==> config.mk <==
export PLATFORM = sky130hd
export DESIGN_NAME = reservation_alu2_scheduler
export DESIGN_NICKNAME = d
export VERILOG_FILES = /design/src/rtl/reservation_alu2_scheduler.sv
export SDC_FILE = /design/constraint.sdc
export NUM_CORES = 1
export LEC_CHECK = 0
export ABC_AREA = 0
export CAP_MARGIN = 10
export CORE_UTILIZATION = 40
export CTS_BUF_LIST = sky130_fd_sc_hd__clkbuf_8
export DETAILED_ROUTE_END_ITERATION = 12
export HOLD_SLACK_MARGIN = 0.03
export PLACE_DENSITY = 0.69
export SLEW_MARGIN = 20
export SYNTH_ARGS = -nofsm -noshare
export SYNTH_HDL_FRONTEND = slang
export SYNTH_SLANG_ARGS = --single-unit
==> constraint.sdc <==
create_clock -name iCLOCK -period 7.5 [get_ports iCLOCK]
set_clock_uncertainty 0.1 [all_clocks]
set_input_delay 1.125 -clock iCLOCK [delete_from_list [all_inputs] [get_ports iCLOCK]]
set_output_delay 1.125 -clock iCLOCK [all_outputs]
set_load 0.03 [all_outputs]
==> src/rtl/reservation_alu2_scheduler.sv <==
// reservation_alu2_scheduler: ALU2 reservation-station allocation and oldest-ready issue control.
// Optional perf counters are enabled with RESERVATION_ALU2_PERF_CNT_EN.
module reservation_alu2_scheduler #(
  parameter int ENTRY_N = 4,
  parameter int ENTRY_AW = 2
)(
  input  logic                iCLOCK,
  input  logic                inRESET,
  input  logic                iREMOVE_VALID,
  input  logic                iREGIST_VALID,
  output logic                oREGIST_LOCK,
  output logic [ENTRY_N-1:0]  oREGIST_ENTRY_VALID,
  input  logic [ENTRY_N-1:0]  iENTRY_VALID,
  input  logic [ENTRY_N-1:0]  iENTRY_REGIST_LOCK,
  input  logic [ENTRY_N-1:0]  iENTRY_MATCHING,
  input  logic                iEXEC_LOCK,
  output logic [ENTRY_N-1:0]  oEXOUT_VALID,
  output logic                oISSUE_VALID,
  output logic [ENTRY_AW-1:0] oISSUE_SEL,
  output logic [ENTRY_AW:0]   oINFO_COUNT
`ifdef RESERVATION_ALU2_PERF_CNT_EN
  ,
  output logic [31:0]         oPERF_ISSUE_CNT,
  output logic [31:0]         oPERF_FULL_CNT
`endif
);
  localparam logic [ENTRY_N-1:0] ONE = ENTRY_N'(1);
  logic [ENTRY_N-1:0] free, target, ready, cand, grant;
  logic [ENTRY_N-1:0] older [ENTRY_N];
  logic [ENTRY_AW:0] count;
  logic [ENTRY_AW-1:0] sel;
  logic regist, issue;
  assign free = ~iENTRY_VALID & ~iENTRY_REGIST_LOCK;
  // x & -x isolates the lowest set bit
  assign target = free & (~free + ONE);
  assign oREGIST_LOCK = (count == (ENTRY_AW+1)'(ENTRY_N)) || !(|free) || iREMOVE_VALID;
  assign regist = iREGIST_VALID && !oREGIST_LOCK;
  assign oREGIST_ENTRY_VALID = regist ? target : '0;
  assign ready = iENTRY_VALID & iENTRY_MATCHING;
  // an entry is a candidate when no other ready entry is older than it
  always_comb begin
    for (int i = 0; i < ENTRY_N; i++) begin
      cand[i] = ready[i];
      for (int j = 0; j < ENTRY_N; j++)
        if (j != i && ready[j] && older[j][i]) cand[i] = 1'b0;
    end
  end
  // equal-age ties (after reset/flush) resolve to the lowest index
  assign grant = cand & (~cand + ONE);
  always_comb begin
    sel = '0;
    for (int i = 0; i < ENTRY_N; i++)
      if (grant[i]) sel = ENTRY_AW'(i);
  end
  assign issue = (|grant) && !iEXEC_LOCK && !iREMOVE_VALID;
  assign oISSUE_VALID = issue;
  assign oEXOUT_VALID = issue ? grant : '0;
  assign oISSUE_SEL = sel;
  assign oINFO_COUNT = count;
  always_ff @(posedge iCLOCK or negedge inRESET) begin
    if (!inRESET) begin
      for (int i = 0; i < ENTRY_N; i++) older[i] <= '0;
      count <= '0;
    end else if (iREMOVE_VALID) begin
      for (int i = 0; i < ENTRY_N; i++) older[i] <= '0;
      count <= '0;
    end else begin
      for (int i = 0; i < ENTRY_N; i++)
        for (int j = 0; j < ENTRY_N; j++)
          if (i == j) older[i][j] <= 1'b0;
          else if (issue && (grant[i] || grant[j])) older[i][j] <= 1'b0;
          else if (regist && target[i]) older[i][j] <= 1'b0;
          else if (regist && target[j]) older[i][j] <= 1'b1;
      count <= count + (ENTRY_AW+1)'(regist) - (ENTRY_AW+1)'(issue);
    end
  end
`ifdef RESERVATION_ALU2_PERF_CNT_EN
  always_ff @(posedge iCLOCK or negedge inRESET) begin
    if (!inRESET) begin
      oPERF_ISSUE_CNT <= '0;
      oPERF_FULL_CNT <= '0;
    end else begin
      oPERF_ISSUE_CNT <= oPERF_ISSUE_CNT + 32'(issue);
      oPERF_FULL_CNT <= oPERF_FULL_CNT + 32'(iREGIST_VALID && oREGIST_LOCK && !iREMOVE_VALID);
    end
  end
`endif
endmodule
* Yosys cells after proc, flatten, opt, wreduce, memory -nomap -nowiden
Cells that the tools add are included.
** Word-level totals
- Register bits after elaboration :: 15
- Output and inout bits :: 15
- Word-level logic and storage cells :: 118
** Cells by class
- Add/sub/neg operators :: 4
- Equality and inequality tests :: 1
- Mux-type cells :: 47
- Bitwise operators :: 8
- Reduce and logical (&&, ||, !) cells :: 45
** Operators with widths (count)
- $mux 1 :: 41
- $logic_and 1x1->1 :: 25
- $reduce_bool 4->1 :: 6
- $and 4x4->4 :: 4
- $mux 16 :: 1
- $not 4->4 :: 4
- $add 4x1->4 const B :: 2
- $logic_or 1x1->1 :: 8
- $mux 4 :: 2
- $reduce_or 4->1 :: 2
- $logic_not 1->1 :: 4
- $mux 2 :: 2
- $add 3x1->3 :: 1
- $eq 3x3->1 const B :: 1
- $mux 3 :: 1
- $sub 3x1->3 :: 1

* Logic depth before layout (Yosys ltp)
- Word-level depth :: 14
- Mapped depth :: 11
- Gate-level depth less buffers :: 11

* Worst setup path before layout
Ideal clock, no wire load.
- Path kind :: input -> output
- Start point :: input port iENTRY_MATCHING[1]
- End point :: output port oISSUE_SEL[1]
- Arrival time :: 2513 ps
- Required time :: 6275 ps
- Slack :: 3762 ps
- Cell stages on the path :: 4
- Cell sequence :: and2_1 > a211oi_2 > a21boi_0 > nor3_1
** Between the ends
- Longest elaborated chain between the ends :: 10
- Elaborated cells on any way between the ends :: 19
** Ends and longest elaborated chain
- start, declared :: line 15 : input logic [ENTRY_N-1:0] iENTRY_MATCHING,
- $and 4x4->4 * :: line 39 : assign ready = iENTRY_VALID & iENTRY_MATCHING;
- $logic_and 1x1->1 :: line 45 : if (j != i && ready[j] && older[j][i]) cand[i] = 1'b0;
- $mux 1 (3 in series) :: line 45
- $not 4->4 :: line 49 : assign grant = cand & (~cand + ONE);
- $add 4x1->4 :: line 49
- $and 4x4->4 * :: line 49
- $mux 2 :: line 53 : if (grant[i]) sel = ENTRY_AW'(i);
- $mux 2 * :: line 53
- end, declared :: line 19 : output logic [ENTRY_AW-1:0] oISSUE_SEL,
Every way passes the cells marked *; elsewhere a longest branch is shown, timed or not.

* Worst setup path after layout
- Start point :: input port iENTRY_VALID[0]
- End point :: output port oISSUE_VALID
** Between the ends
- Longest elaborated chain between the ends :: 11
- Elaborated cells on any way between the ends :: 22
** Ends and longest elaborated chain
- start, declared :: line 13 : input logic [ENTRY_N-1:0] iENTRY_VALID,
- $and 4x4->4 * :: line 39
- $logic_and 1x1->1 :: line 45
- $mux 1 (3 in series) :: line 45
- $not 4->4 :: line 49
- $add 4x1->4 :: line 49
- $and 4x4->4 * :: line 49
- $reduce_or 4->1 * :: line 55 : assign issue = (|grant) && !iEXEC_LOCK && !iREMOVE_VALID;
- $logic_and 1x1->1 * (2 in series) :: line 55
- end, declared :: line 18 : output logic oISSUE_VALID,
Marks and branches as above.

==> impl_metrics.csv <==
group,metric,value,unit
logic_synthesis,synthTopCellsByCount,"dfrtp_1, nor2_1, a21oi_1",
placement,finalWeightedCongestion,0.952,
setup_path,crit_buf_inv,2,
logic_synthesis,synth-edff-count,0,
setup_path,critPathTopFamily,"buffers and inverters",
logic_synthesis,synth-adder-area-share,4.30,%
cts,cts_buffers,3,
setup_path,path_cells,"clkdlybuf4s50_1 -> nand2_2 -> nor4_2 -> nor2_1 -> a21oi_1 -> clkdlybuf4s50_1",
detailed_routing,drt_iter0_drc,36,
logic_synthesis,netlist_area,1050,µm²
floorplan,die-height,53.2,µm
setup_path,critPathMaxStageDelay,0.74,ns
logic_synthesis,synth-compound-area-share,22.3,%
floorplan,std_cell_rows,18,
cts,cts_tree,"yes",
setup_path,required,6.27,ns
setup_path,worstReg2RegEnd,"oINFO_COUNT[2]",
timing,slew_headroom,53.3,%
logic_synthesis,yosys.area.top_type_share,35.8,%
logic_synthesis,synth_flop_cell,"dfrtp_1",
timing,clock.fmax,0.209,GHz
timing,min_period,4.79,ns
cts,clk_latency,0.25,ns
cts,cts_resized,0,
setup_path,setup.worst_path.class,"in -> out",
finish,nets,164,
outcome,status,"finished, final reports clean",
worst_hold_path,hp-class,"reg -> reg",
job,drv_cap,0,
global_routing,overflow,0,
setup_path,cp_data_arrival_time,3.57,ns
global_routing,grt_antenna_before_repair,0,
floorplan,io_pins,32,
floorplan,die_area,2830,µm²
logic_synthesis,syn_avg_cell_area,9.52,µm²
finish,layout.cells.non_filler,173,
setup_path,critical_path.max_fanout,6,
global_routing,grt_max_degree,18,
power_and_ir_drop,ir_worst_vdd,0.000146,V
setup_path,ff2ff_setup_slack,4.61,ns
detailed_routing,drtAntennaViolNets,0,
detailed_routing,routedWlPerCell,16.8,µm
timing,hold_viol_final,0,
logic_synthesis,yosysTopAreaCell,"dfrtp_1",
detailed_routing,first_pass_iters,4,
worst_hold_path,hold_depth,1,
logic_synthesis,ys_ff_latch,15,
logic_synthesis,synth_top_family_by_area,"simple AND/OR/NAND/NOR gates",
timing,slew_viol_final,0,
finish,diodes,0,
logic_synthesis,yosys.area_share.simple,33.7,%
finish,fill_cells,230,
placement,dp_hpwl,2270,µm
floorplan,die_w,53.2,µm
cts,htree_levels,1,
setup_path,endpoint_kind,"output pin",
worst_hold_path,hold_start,"older[15]",
logic_synthesis,syn-instance-count,110,
detailed_routing,drc_errors,0,
detailed_routing,routed_via_density,5.86,
timing,setup_viol_count_final,0,
timing,fin_tns_setup,0,ns
cts,cts_setup_buffers,0,
detailed_routing,vias,1013,
finish,syn2layout_area_growth,36.9,%
detailed_routing,wl,2910,µm
cts,cts_hold_buf,0,
power_and_ir_drop,power_density,173,nW/µm²
setup_path,cp_slowest_cell,"clkdlybuf4s50_1",
setup_path,worst-r2r-cell-count,11,
timing,whs,0.448,ns
finish,drive_gt1_share,16.1,%
cts,clock-root-buffer,"clkbuf_8",
global_routing,grt_pass1_wl,4750,µm
placement,dpl.cell_count,169,
worst_hold_path,whs_endpoint,"older[15]",
placement,placement.io_buffers,31,
global_routing,grt_pass1_vias,1008,
global_routing,grt_usage,24.0,%
timing,finalCritPeriodShare,63.9,%
setup_path,cp-start-kind,"input port",
cts,clk_pin_slew_worst_paths,0.06,ns
floorplan,start_util,42.3,%
floorplan,core,2480,µm²
setup_path,cp_common_cell,"clkdlybuf4s50_1",
timing,finalWorstSetupSlack,2.71,ns
timing,tightestPinTransition,0.699,ns
power_and_ir_drop,power_leakage,0.000598,µW
setup_path,r2r-start,"older[4]",
logic_synthesis,synth_cell_types,42,
timing,rsz0062_at_grt,"false",
logic_synthesis,ys_top_cells_by_area,"dfrtp_1, o221a_2, nor2_1",
logic_synthesis,ys_async_sr_fraction,100,%
cts,cts_sinks,15,
logic_synthesis,synthXorXnorAreaFrac,1.67,%
placement,preCtsSetupSlack,2.78,ns
logic_synthesis,synth_warnings,0,
logic_synthesis,synth_nets,130,
logic_synthesis,yosysSeqAreaShare,35.8,%
cts,clk_path_buf_depth,2,
logic_synthesis,synthMuxAreaShare,0,%
-- layout by cell type, fill, tap and decap left out, types with 2 or more instances in the layout --
cell type | netlist | routed
a21oi_1 | 9 | 9
and2_1 | 4 | 4
and3_1 | 4 | 4
clkbuf_8 | 0 | 3
clkdlybuf4s50_1 | 0 | 31
dfrtp_1 | 15 | 15
ha_1 | 2 | 2
inv_1 | 4 | 4
nand2_1 | 5 | 5
nand3_1 | 6 | 6
nand4_1 | 2 | 2
nand4b_1 | 2 | 2
nor2_1 | 15 | 15
nor3b_2 | 2 | 2
nor4_1 | 3 | 3
nor4b_1 | 2 | 2
o211a_1 | 2 | 2
o221a_2 | 6 | 6
-- cell families after synthesis --
logic type,count (synthesis)
adder cells (fa/ha/maj),3
AND/OR/NAND/NOR,58
flip-flops,15
buffers and inverters,6
XOR/XNOR,2
AO/OA/AOI/OAI,26
-- final cells by class --
| cell class | instances | area, µm² | share of cell area [%] |
|---|---|---|---|
| Multi-Input combinational cell | 89 | 649 | 45.3 |
| Inverter | 4 | 15.0 | 1.05 |
| Timing Repair Buffer | 31 | 310 | 21.6 |
| Sequential cell | 15 | 375 | 26.2 |
| Clock inverter | 1 | 5.00 | 0.349 |
| Clock buffer | 3 | 41.3 | 2.88 |
| Tap cell | 30 | 37.5 | 2.62 |
-- through the flow --
step                      utilization, %  total power [µW]  instance area (µm²)
after global routing                57.9               262                 1430
after global placement              56.0               183                 1390
final                               57.9               248                 1430
after CTS                           57.9               250                 1430
after detailed placement            56.0               183                 1390
after floorplan                        -               147                 1050
-- layer usage --
metal	wire length [µm]	vias to the layer above	track usage, %
li1	-	491	-
met1	1310	482	31.7
met2	1390	35	38.8
met3	163	5	3.45
met4	40	0	9.65
met5	0	-	0
-- power by group --
part           switching [µW]  internal (µW)  total (µW)  leakage (µW)
Clock                    28.4           36.8        65.2     0.0000255
Combinational            49.9           39.5        89.4      0.000367
Sequential               6.61           87.3        93.9      0.000206
-- flip-flops by register name (all words and copies together) (netlist names) --
signal and cells:
oINFO_COUNT 3, older 12
-- how the worst max path moves through the flow --
stage	cells past startpoint	to	slack (ns)	from
final	6	oISSUE_VALID	2.71	iENTRY_VALID[0]
after floorplan	4	oISSUE_SEL[1]	3.76	iENTRY_MATCHING[1]
after detailed placement	6	oISSUE_VALID	2.78	iENTRY_VALID[0]
after CTS	6	oISSUE_VALID	2.75	iENTRY_VALID[0]
after global routing	6	oISSUE_VALID	2.63	iENTRY_VALID[0]
after global placement	6	oISSUE_VALID	2.73	iENTRY_VALID[0]
Note: power is estimated with default switching activity, not from simulation.
